<file path="src/rtl/out_commit_sched.sv">
// Output commit scheduler: synchronises and debounces 36 interlock requests, drops
// turn-offs at once and releases turn-ons one channel at a time with a settle gap.
module out_commit_sched #(
    parameter int unsigned DEB_CYCLES = 4,
    parameter int unsigned GAP_CYCLES = 50
) (
    input  logic        pclk_50M,
    input  logic        rst,
    input  logic        en,
    input  logic [1:8]  outP,
    input  logic [1:28] out,
    output logic [1:8]  eoutP,
    output logic [1:28] eout,
    output logic        busy,
    output logic [5:0]  last_on
);

    localparam int unsigned NCH = 36;
    localparam int unsigned CW  = (DEB_CYCLES > 1) ? $clog2(DEB_CYCLES) : 1;
    localparam int unsigned GW  = (GAP_CYCLES > 1) ? $clog2(GAP_CYCLES) : 1;

    typedef enum logic [0:0] {StIdle, StGap} state_e;

    state_e          state;
    logic [GW-1:0]   gcnt;
    logic [NCH-1:0]  req;
    logic [NCH-1:0]  sync1;
    logic [NCH-1:0]  s;
    logic [NCH-1:0]  filt;
    logic [NCH-1:0]  commit;
    logic [CW-1:0]   cnt [NCH];
    logic [NCH-1:0]  off_mask;
    logic [NCH-1:0]  on_mask;
    logic [NCH-1:0]  on_pick;
    logic [5:0]      on_idx;

    // Flatten to channel index order: power outputs first, then signal outputs.
    for (genvar g = 0; g < 8; g++) begin : g_pwr
        assign req[g]    = outP[g+1];
        assign eoutP[g+1] = commit[g];
    end
    for (genvar g = 0; g < 28; g++) begin : g_sig
        assign req[8+g]  = out[g+1];
        assign eout[g+1] = commit[8+g];
    end

    always_ff @(posedge pclk_50M) begin
        if (rst) begin
            sync1 <= '0;
            s     <= '0;
            filt  <= '0;
            for (int i = 0; i < int'(NCH); i++) cnt[i] <= '0;
        end else begin
            sync1 <= req;
            s     <= sync1;
            for (int i = 0; i < int'(NCH); i++) begin
                if (s[i] == filt[i]) begin
                    cnt[i] <= '0;
                end else if (cnt[i] == CW'(DEB_CYCLES - 1)) begin
                    filt[i] <= s[i];
                    cnt[i]  <= '0;
                end else begin
                    cnt[i] <= cnt[i] + 1'b1;
                end
            end
        end
    end

    assign off_mask = commit & ~filt;
    assign on_mask  = filt & ~commit & {NCH{en}};
    assign busy     = (state == StGap) | (|on_mask);

    // Scan downwards so the lowest requesting index wins.
    always_comb begin
        on_pick = '0;
        on_idx  = '0;
        for (int i = int'(NCH) - 1; i >= 0; i--) begin
            if (on_mask[i]) begin
                on_pick    = '0;
                on_pick[i] = 1'b1;
                on_idx     = 6'(i);
            end
        end
    end

    always_ff @(posedge pclk_50M) begin
        if (rst) begin
            state   <= StIdle;
            gcnt    <= '0;
            commit  <= '0;
            last_on <= '0;
        end else if (!en) begin
            state  <= StIdle;
            gcnt   <= '0;
            commit <= '0;
        end else begin
            unique case (state)
                StIdle: begin
                    commit <= (commit & ~off_mask) | on_pick;
                    if (|on_mask) begin
                        last_on <= on_idx;
                        gcnt    <= GW'(GAP_CYCLES - 1);
                        state   <= StGap;
                    end
                end
                StGap: begin
                    commit <= commit & ~off_mask;
                    if (gcnt == '0) state <= StIdle;
                    else            gcnt  <= gcnt - 1'b1;
                end
                default: state <= StIdle;
            endcase
        end
    end

endmodule

</file>
<file path="config.mk">
export PLATFORM = sky130hd
export DESIGN_NAME = out_commit_sched
export DESIGN_NICKNAME = d
export VERILOG_FILES = /design/src/rtl/out_commit_sched.sv
export SDC_FILE = /design/constraint.sdc
export NUM_CORES = 1
export LEC_CHECK = 0
export ABC_AREA = 1
export ABC_CLOCK_PERIOD_IN_PS = 2800
export CAP_MARGIN = 20
export CORE_ASPECT_RATIO = 0.7
export CORE_MARGIN = 10
export CORE_UTILIZATION = 55
export DETAILED_ROUTE_END_ITERATION = 8
export PLACE_DENSITY_LB_ADDON = 0.1
export SYNTH_ARGS = -nofsm -noshare
export SYNTH_HDL_FRONTEND = slang
export SYNTH_SLANG_ARGS = --single-unit
</file>
<file path="constraint.sdc">
create_clock -name pclk_50M -period 2.8 [get_ports pclk_50M]
set_input_delay 0.56 -clock pclk_50M [delete_from_list [all_inputs] [get_ports pclk_50M]]
set_output_delay 0.56 -clock pclk_50M [all_outputs]
set_load 0.02 [all_outputs]
</file>
-- After elaboration in Yosys (flattened, before gate mapping)
Memory sizes are Yosys's and may differ from the RTL's.
Cells that the tools add are included.
- bits in registers: 157
- latch bits: 0
- RAM bits: 72
- ROM bits: 0
- input bits: 39
- output and inout bits: 43
- word-level logic and storage cells: 935
- memories: 1
- add/subtract/negate cells: 37
- multiply operators: 0
- div/mod/pow operators: 0
- order comparisons: 0
- equal/unequal tests: 74
- shift-type cells: 0
- mux-type cells: 585
- bitwise operators: 155
- reductions and logical operators: 41
- memories (name ; depth ; width ; rd ports ; clocked after memory_dff ; wr ports ; line ; text):
    cnt ; 36 ; 2 ; 36 ; 0 ; 36 ; 31 ; logic [CW-1:0] cnt [NCH];
- operators by type and width (cell ; count):
    2-to-1 mux 36 bit ; 36
    2-to-1 mux 1 bit ; 400
    2-to-1 mux 6 bit ; 38
    2-to-1 mux 2 bit ; 108
    AND 36 bit ; 4
    bitwise OR 1 bit ; 109
    inverter 36 bit ; 3
    AND reduction 2 bit ; 37
    adder 2 x 1 -> 2 bit (second input constant) ; 36
    == test 2 bit (second input constant) ; 36
    case mux 36 bit (2 select lines) ; 1
    inverter 1 bit ; 38
    == test 1 bit ; 36
    bitwise OR 36 bit ; 1
    OR reduction 36 bit ; 1
    case mux 6 bit (2 select lines) ; 1
    logical NOT 6 bit ; 1
    subtractor 6 x 1 -> 6 bit (second input constant) ; 1
    != test 2 bit (second input constant) ; 2
    AND reduction 3 bit ; 1
    case mux 1 bit (2 select lines) ; 1
    OR reduction 2 bit ; 1

-- Depth between registers and ports, before layout
Gate-level depths: netlist (run 1).
- word-level depth: 41
- depth in mapped cells: 24
- depth with buffers taken out: 23

-- Least setup slack after synthesis (run 1)
No wires, ideal clock.
- kind: input port to flip-flop
- from: input en
- to: register gcnt[3]
- library setup time: 0.116 ns
- arrival: 2.122 ns
- data required time: 2.684 ns
- setup slack: 0.563 ns
- cell stages on the path: 16
- buffers on the path: 2
- cell sequence: inv_2 -> buf_12 -> buf_12 -> nor3_4 -> inv_2 -> nand2_2 -> nor2_4 -> nand2_4 -> nor2_4 -> nand3_2 -> nand2_4 -> inv_6 -> nor2_8 -> nor2_4 -> or2_0 -> and3_1
- cells in the longest elaborated chain, start to end: 4
- elaborated cells between the ends (all ways): 6
- classes of those cells: eq/ne: 1; bitwise: 2; reduce/logical: 3
- ends and longest elaborated chain (what ; line ; text):
    from (decl) ; 9 ; input logic en,
    AND 36 bit ; 70 ; assign on_mask = filt & ~commit & {NCH{en}};
    OR reduction 36 bit ; 100 ; if (|on_mask) begin
    != test 2 bit (no source line) ; n/a ;
    AND reduction 2 bit (no source line) ; n/a ;
    to (signal assigned) ; 102 ; gcnt <= GW'(GAP_CYCLES - 1);
    to (signal assigned) ; 109 ; else gcnt <= gcnt - 1'b1;
    to (decl) ; 25 ; logic [GW-1:0] gcnt;
Parallel ways exist; a longest one is shown, timed or not.
A chain may end at the register's enable or synchronous reset.

-- Final worst setup path (run 1)
- from: input en
- to: output busy
- cells in the longest elaborated chain, start to end: 3
- ends and longest elaborated chain (what ; line ; text):
    AND 36 bit ; 70 ;
    OR reduction 36 bit ; 71 ; assign busy = (state == StGap) | (|on_mask);
    bitwise OR 1 bit ; 71 ;
    to (decl) ; 14 ; output logic busy,
No other way between the ends.

==> impl_metrics.toml, run 1 <==
[grt]
grt_usage_pct = 19.0
grt_max_degree = 60
antenna_found_initial = 0
grt_pass1_vias = 7791
grt_pass1_wl_um = 38200
grt-ovfl-total = 0

[sta]
tns_ns = 0
drv_slew = 0
layout_setup_ws_ns = 0.131
timing.final.crit_share_pct = 95.3
max_freq_mhz = 375
finalCriticalPeriod_ns = 2.67
rsz0062_at_grt = "false"
hold_viol = 0
setup_viol = 0
fin_skew_ns = 0.00850

[yosys]
synth_fa_ha_area_share_pct = 4.65
syn_area_um2 = 9950
synthMostInstantiatedCell = "nor2_1"
synth_commonest_cells = "222 x nor2_1, 214 x inv_1, 157 x dfxtp_1"
syn-instance-count = 1152
synth_top_area_share_pct = 31.6
yosys.area.top_type = "dfxtp_1"
synth-xor-area-share_pct = 0.176
synth_edf_count = 72
synth.area.mux_share_pct = 0
synth.avg_cell_area_um2 = 8.63
synth_warnings = 0
synth_area_leaders = "dfxtp_1 32%, edfxtp_1 22%, nor2_1 8.4%, inv_1 8.1%, a21oi_1 5.1%"
yosys_register_bits = 229
async_flop_share_pct = 0
synthSimpleGateAreaFrac_pct = 20.9
yosys.cell_types.count = 41
synth_compound_gate_area_share_pct = 10.6
synth_top_family_by_area = "simple AND/OR/NAND/NOR gates"
yosysSeqAreaShare_pct = 53.3
synthFlopType = "dfxtp_1"

[clock_network]
cts_root_buffer = "clkbuf_16"
cts-htree-levels = 1
clk_pin_slew_ns = 0.06
cts.path.max_buffers = 3
cts_sinks = 229
post_cts_buffers = 0
cts_tree = "built"
cts_made_buffers = 22
clk_latency_ns = 0.50

[die]
die_h_um = 133
start_util_pct = 55.6
io_pins = 82
dieArea_um2 = 24000
die_w_um = 181
coreArea_um2 = 17900
num_rows = 41

[min_path]
hold_path_class = "flop to flop"

[layout]
diodes = 0
area_growth_pct = 26.9
fill_cells = 1496
fin_cells = 1648
fin_nets = 1472
fin_area_um2 = 12600
drive_gt1_share_pct = 13.8

[route]
dr.pass1.iters = 5
via_per_inst = 4.82
drt_wl_total_um = 23200
vias = 7946
drc = 0
ant_nets = 0
drt_first_iter_violations = 452
routedWlPerCell_um = 14.1

[placement]
gp_congestion = 0.950
place_inst = 1608
pre_cts_slack_ns = -0.461
placed_area_um2 = 11900
dpl.hpwl_um = 17800
port_buffers = 81

[worst_setup_path]
startpoint_type = "primary input"
cp.arrival_ns = 2.11
critPathKind = "primary input to output pin"
end_kind = "output pin"
worstPathRequired_ns = 2.24
worstPathMaxFanout = 8

[power_and_ir_drop]
power_per_cell_area_nw_per_um2 = 596
vdd_ir_drop_max_v = 0.000505
fin_total_pwr_uw = 7520
power_leakage_uw = 0.00565

[run]
cap_violations = 0

[status]
status = "completed"
==> cells by family after synthesis <==
logic type               count (synthesis)
AND/OR/NAND/NOR                        438
AO/OA/AOI/OAI                          186
XOR/XNOR                                 2
buffers and inverters                  259
adder cells (fa/ha/maj)                 37
flip-flops                             229
other                                    1
==> per-layer routing <==
metal / part of all wire (%) / up-vias / GRT usage [%]
met2: 44 / 171 / 30.2
li1: - / 4109 / -
met4: 1.4 / 0 / 3.41
met1: 49 / 3643 / 26.5
met3: 5.5 / 23 / 3.73
met5: 0 / - / 0
==> final cells by class <==
cell class                      count  area, um^2  area share [%]
Inverter                          234         886            7.02
Clock buffer                       31         614            4.87
Sequential cell                   229        5310            42.0
Timing Repair Buffer              174        1550            12.3
Tap cell                          236         295            2.34
Multi-Input combinational cell    735        3880            30.8
Clock inverter                      9        82.6           0.654
==> metrics by stage <==
stage,hold slack [ns],utilization [%]
after floorplan,0.388,-
after global placement,0.391,66.6
after detailed placement,0.392,66.6
after CTS,0.401,70.5
after global routing,0.409,70.5
final,0.400,70.5
==> sequential cells by signal (all words and copies together) (netlist names) <==
signal	cells
cnt	72
commit	36
filt	36
gcnt	6
last_on	6
s	36
state	1
sync1	36
==> power breakdown <==
| group | total, uW | leakage, uW | switching, uW | internal (uW) |
|---|---|---|---|---|
| sequential | 3680 | 0.00203 | 97.0 | 3580 |
| combinational | 1000 | 0.00328 | 583 | 422 |
| clock | 2840 | 0.000344 | 1210 | 1630 |
==> placed cells by master, fill, tap and decap left out, types with 2 or more instances in the layout <==
master | netlist | layout
nor2_1 | 222 | 222
inv_1 | 214 | 214
dfxtp_1 | 157 | 157
nand2_1 | 103 | 103
a21oi_1 | 101 | 101
buf_4 | 0 | 89
clkdlybuf4s50_1 | 0 | 78
edfxtp_1 | 72 | 72
conb_1 | 1 | 72
o21ai_0 | 42 | 42
ha_1 | 37 | 37
o211ai_1 | 36 | 36
nand3_1 | 23 | 23
clkbuf_16 | 0 | 22
inv_2 | 18 | 18
nand4_1 | 17 | 17
nor3_1 | 12 | 12
nor2_4 | 11 | 11
nor3_2 | 8 | 8
nand2_2 | 8 | 8
nand3b_1 | 7 | 7
nor3_4 | 6 | 6
clkbuf_1 | 16 | 6
nor2_2 | 5 | 5
nor4_1 | 5 | 5
nand2_4 | 4 | 4
clkinv_2 | 0 | 4
buf_12 | 2 | 4
clkbuf_8 | 0 | 3
inv_6 | 1 | 2
nor3b_1 | 2 | 2
xor2_1 | 2 | 2
a2111oi_2 | 2 | 2
clkinv_1 | 0 | 2
==> repair_timing <==
item | CTS | global route
resized for setup | 6 | 0
endpoints found under the setup margin | 1 | 0
hold buffers | 0 | 0
==> worst max-delay path, stage by stage <==
cell and delay, ns:
dlygate4sd2_1 0.28, inv_2 0.14, buf_12 0.16, nor3_4 0.05
inv_2 0.06, nand2_2 0.07, nor2_4 0.12, inv_2 0.06
nor2_4 0.13, inv_4 0.05, nor2_4 0.08, nand4_1 0.14
buf_2 0.20
==> worst paths after layout <==
kind	start	end	slack (ns)	depth (start not counted)
hold reg to reg	sync1[3]	s[3]	0.40	2
setup / recovery	en	busy	0.13	13
hold / removal	sync1[3]	s[3]	0.40	2
setup reg to reg	filt[25]	last_on[3]	0.70	16
Power figures use the tool's default switching activity.
==> inputs of run 2 (changes only) <==
--- a/config.mk
+++ b/config.mk
@@ -10,7 +10,7 @@
 export CAP_MARGIN = 20
 export CORE_ASPECT_RATIO = 0.7
 export CORE_MARGIN = 10
-export CORE_UTILIZATION = 55
+export CORE_UTILIZATION = 58
 export DETAILED_ROUTE_END_ITERATION = 8
 export PLACE_DENSITY_LB_ADDON = 0.1
 export SYNTH_ARGS = -nofsm -noshare
==> impl_metrics.toml, run 2 (synthesized netlist as in run 1, its figures left out) <==
[clock_network]
clk_pin_slew_ns = 0.07
cts.path.max_buffers = 3
ctsHoldBuffers = 0
cts_made_buffers = 21
cts_tree = "built"
cts-htree-levels = 1
cts_sinks = 229
clk_latency_ns = 0.50
cts_root_buffer = "clkbuf_16"

[layout]
max_flop_register = "cnt"
final_core_util_pct = 76.0
drive_gt1_share_pct = 14.1
final_common_cell = "nor2_1"
diodes = 0
layout_common_cells = "221 x nor2_1, 214 x inv_1, 157 x dfxtp_1, 103 x nand2_1, 101 x a21oi_1"
fin_nets = 1473
fin_cells = 1637
area_growth_pct = 26.8
largest_register_ff_count = 72

[route]
via_per_inst = 4.81
drt_first_iter_violations = 522
drc = 0
drt_wl_total_um = 22000
vias = 7881
dr.pass1.iters = 5
ant_nets = 0
routedWlPerCell_um = 13.5

[grt]
met2_usage_pct = 31.8
busiest_layer = "met2"
antenna_found_initial = 0
grtUsageMet3_pct = 3.28
grt_usage_pct = 19.4
grt_pass1_vias = 7583
grt_pass1_wl_um = 36800
grt-ovfl-total = 0
use_met1_pct = 26.6
grt_max_degree = 44

[placement]
dpl.hpwl_um = 16800
gp_congestion = 0.938
place_inst = 1598
port_buffers = 81

[die]
die_h_um = 130
dieArea_um2 = 22900
die_w_um = 177
start_util_pct = 60.0
io_pins = 82
num_rows = 39
coreArea_um2 = 16600

[sta]
finalCriticalPeriod_ns = 2.72
tns_ns = 0
setup_viol = 0
max_freq_mhz = 368
fin_skew_ns = 0.0181
drv_slew = 0
hold_viol = 0
timing.final.crit_share_pct = 97.0
rsz0062_at_grt = "false"

[worst_setup_path]
reg2reg_depth = 16
ff2ff_setup_slack_ns = 0.64
end_kind = "output pin"
critPathKind = "primary input to output pin"
cp.arrival_ns = 2.16
worstPathRequired_ns = 2.24
startpoint_type = "primary input"
r2r_end = "gcnt[3]"
worstPathMaxFanout = 7
worstReg2RegStart = "commit[29]"

[status]
status = "completed"

[min_path]
hold_path.startpoint = "sync1[28]"
hold_depth = 2
hold_path_class = "flop to flop"
hold_end = "s[28]"

[power_and_ir_drop]
power_per_cell_area_nw_per_um2 = 596
fin_total_pwr_uw = 7510
vdd_ir_drop_max_v = 0.000444
power_leakage_uw = 0.00566

[run]
cap_violations = 0
==> run 2: how the worst max path moves through the flow <==
stage | startpoint | end | slack (ns) | cells past startpoint
final | en | busy | 0.08 | 11
after floorplan | en | gcnt[3] | 0.56 | 16
after CTS | en | busy | 0.12 | 11
after global routing | en | busy | 0.003 | 11
after global placement | en | busy | -0.43 | 11
after detailed placement | en | busy | -0.50 | 11
==> run 2: per-stage QoR <==
| step | setup slack [ns] | instance area [um^2] | hold WS, ns |
|---|---|---|---|
| floorplan | 0.563 | 10200 | 0.388 |
| global placement | -0.432 | 11900 | 0.390 |
| detailed placement | -0.495 | 11900 | 0.394 |
| CTS | 0.119 | 12600 | 0.399 |
| global route | 0.00255 | 12600 | 0.409 |
| finish | 0.0835 | 12600 | 0.398 |
==> run 2: cell type report <==
class	instances	area (um^2)
sequential	229	5310
fill	1279	3980
multi-input combinational	735	3880
timing repair buffer	176	1550
inverter	234	886
clock buffer	32	661
tap	225	282
clock inverter	6	40.0
==> run 2: where the power goes <==
| part | switching, uW | internal (uW) | leakage, uW |
|---|---|---|---|
| Sequential | 97.4 | 3580 | 0.00203 |
| Combinational | 579 | 418 | 0.00328 |
| Clock | 1200 | 1640 | 0.000344 |
| Total | 1870 | 5640 | 0.00566 |
==> run 2: worst max-delay path: stages <==
cell and delay [ns]:
dlygate4sd2_1 0.27, buf_4 0.17, nand3_1 0.11, nand2_1 0.11
nor2_2 0.16, inv_1 0.09, nor2_4 0.13, nand2_2 0.08
nor2_4 0.11, nand4_1 0.17, buf_6 0.19
==> run 2: metal layers <==
layer / wire length (um) / vias up / share of wire [%]
li1: - / 4122 / -
met2: 10000 / 170 / 45
met1: 10500 / 3558 / 48
met3: 1170 / 31 / 5.3
met5: 0 / - / 0
met4: 340 / 0 / 1.5
==> run 2: what timing repair did <==
action                     4_1_cts  5_1_grt
pin swaps                        1        0
resized for setup                9        1
setup endpoints to repair        1        1
buffers inserted                 0        1
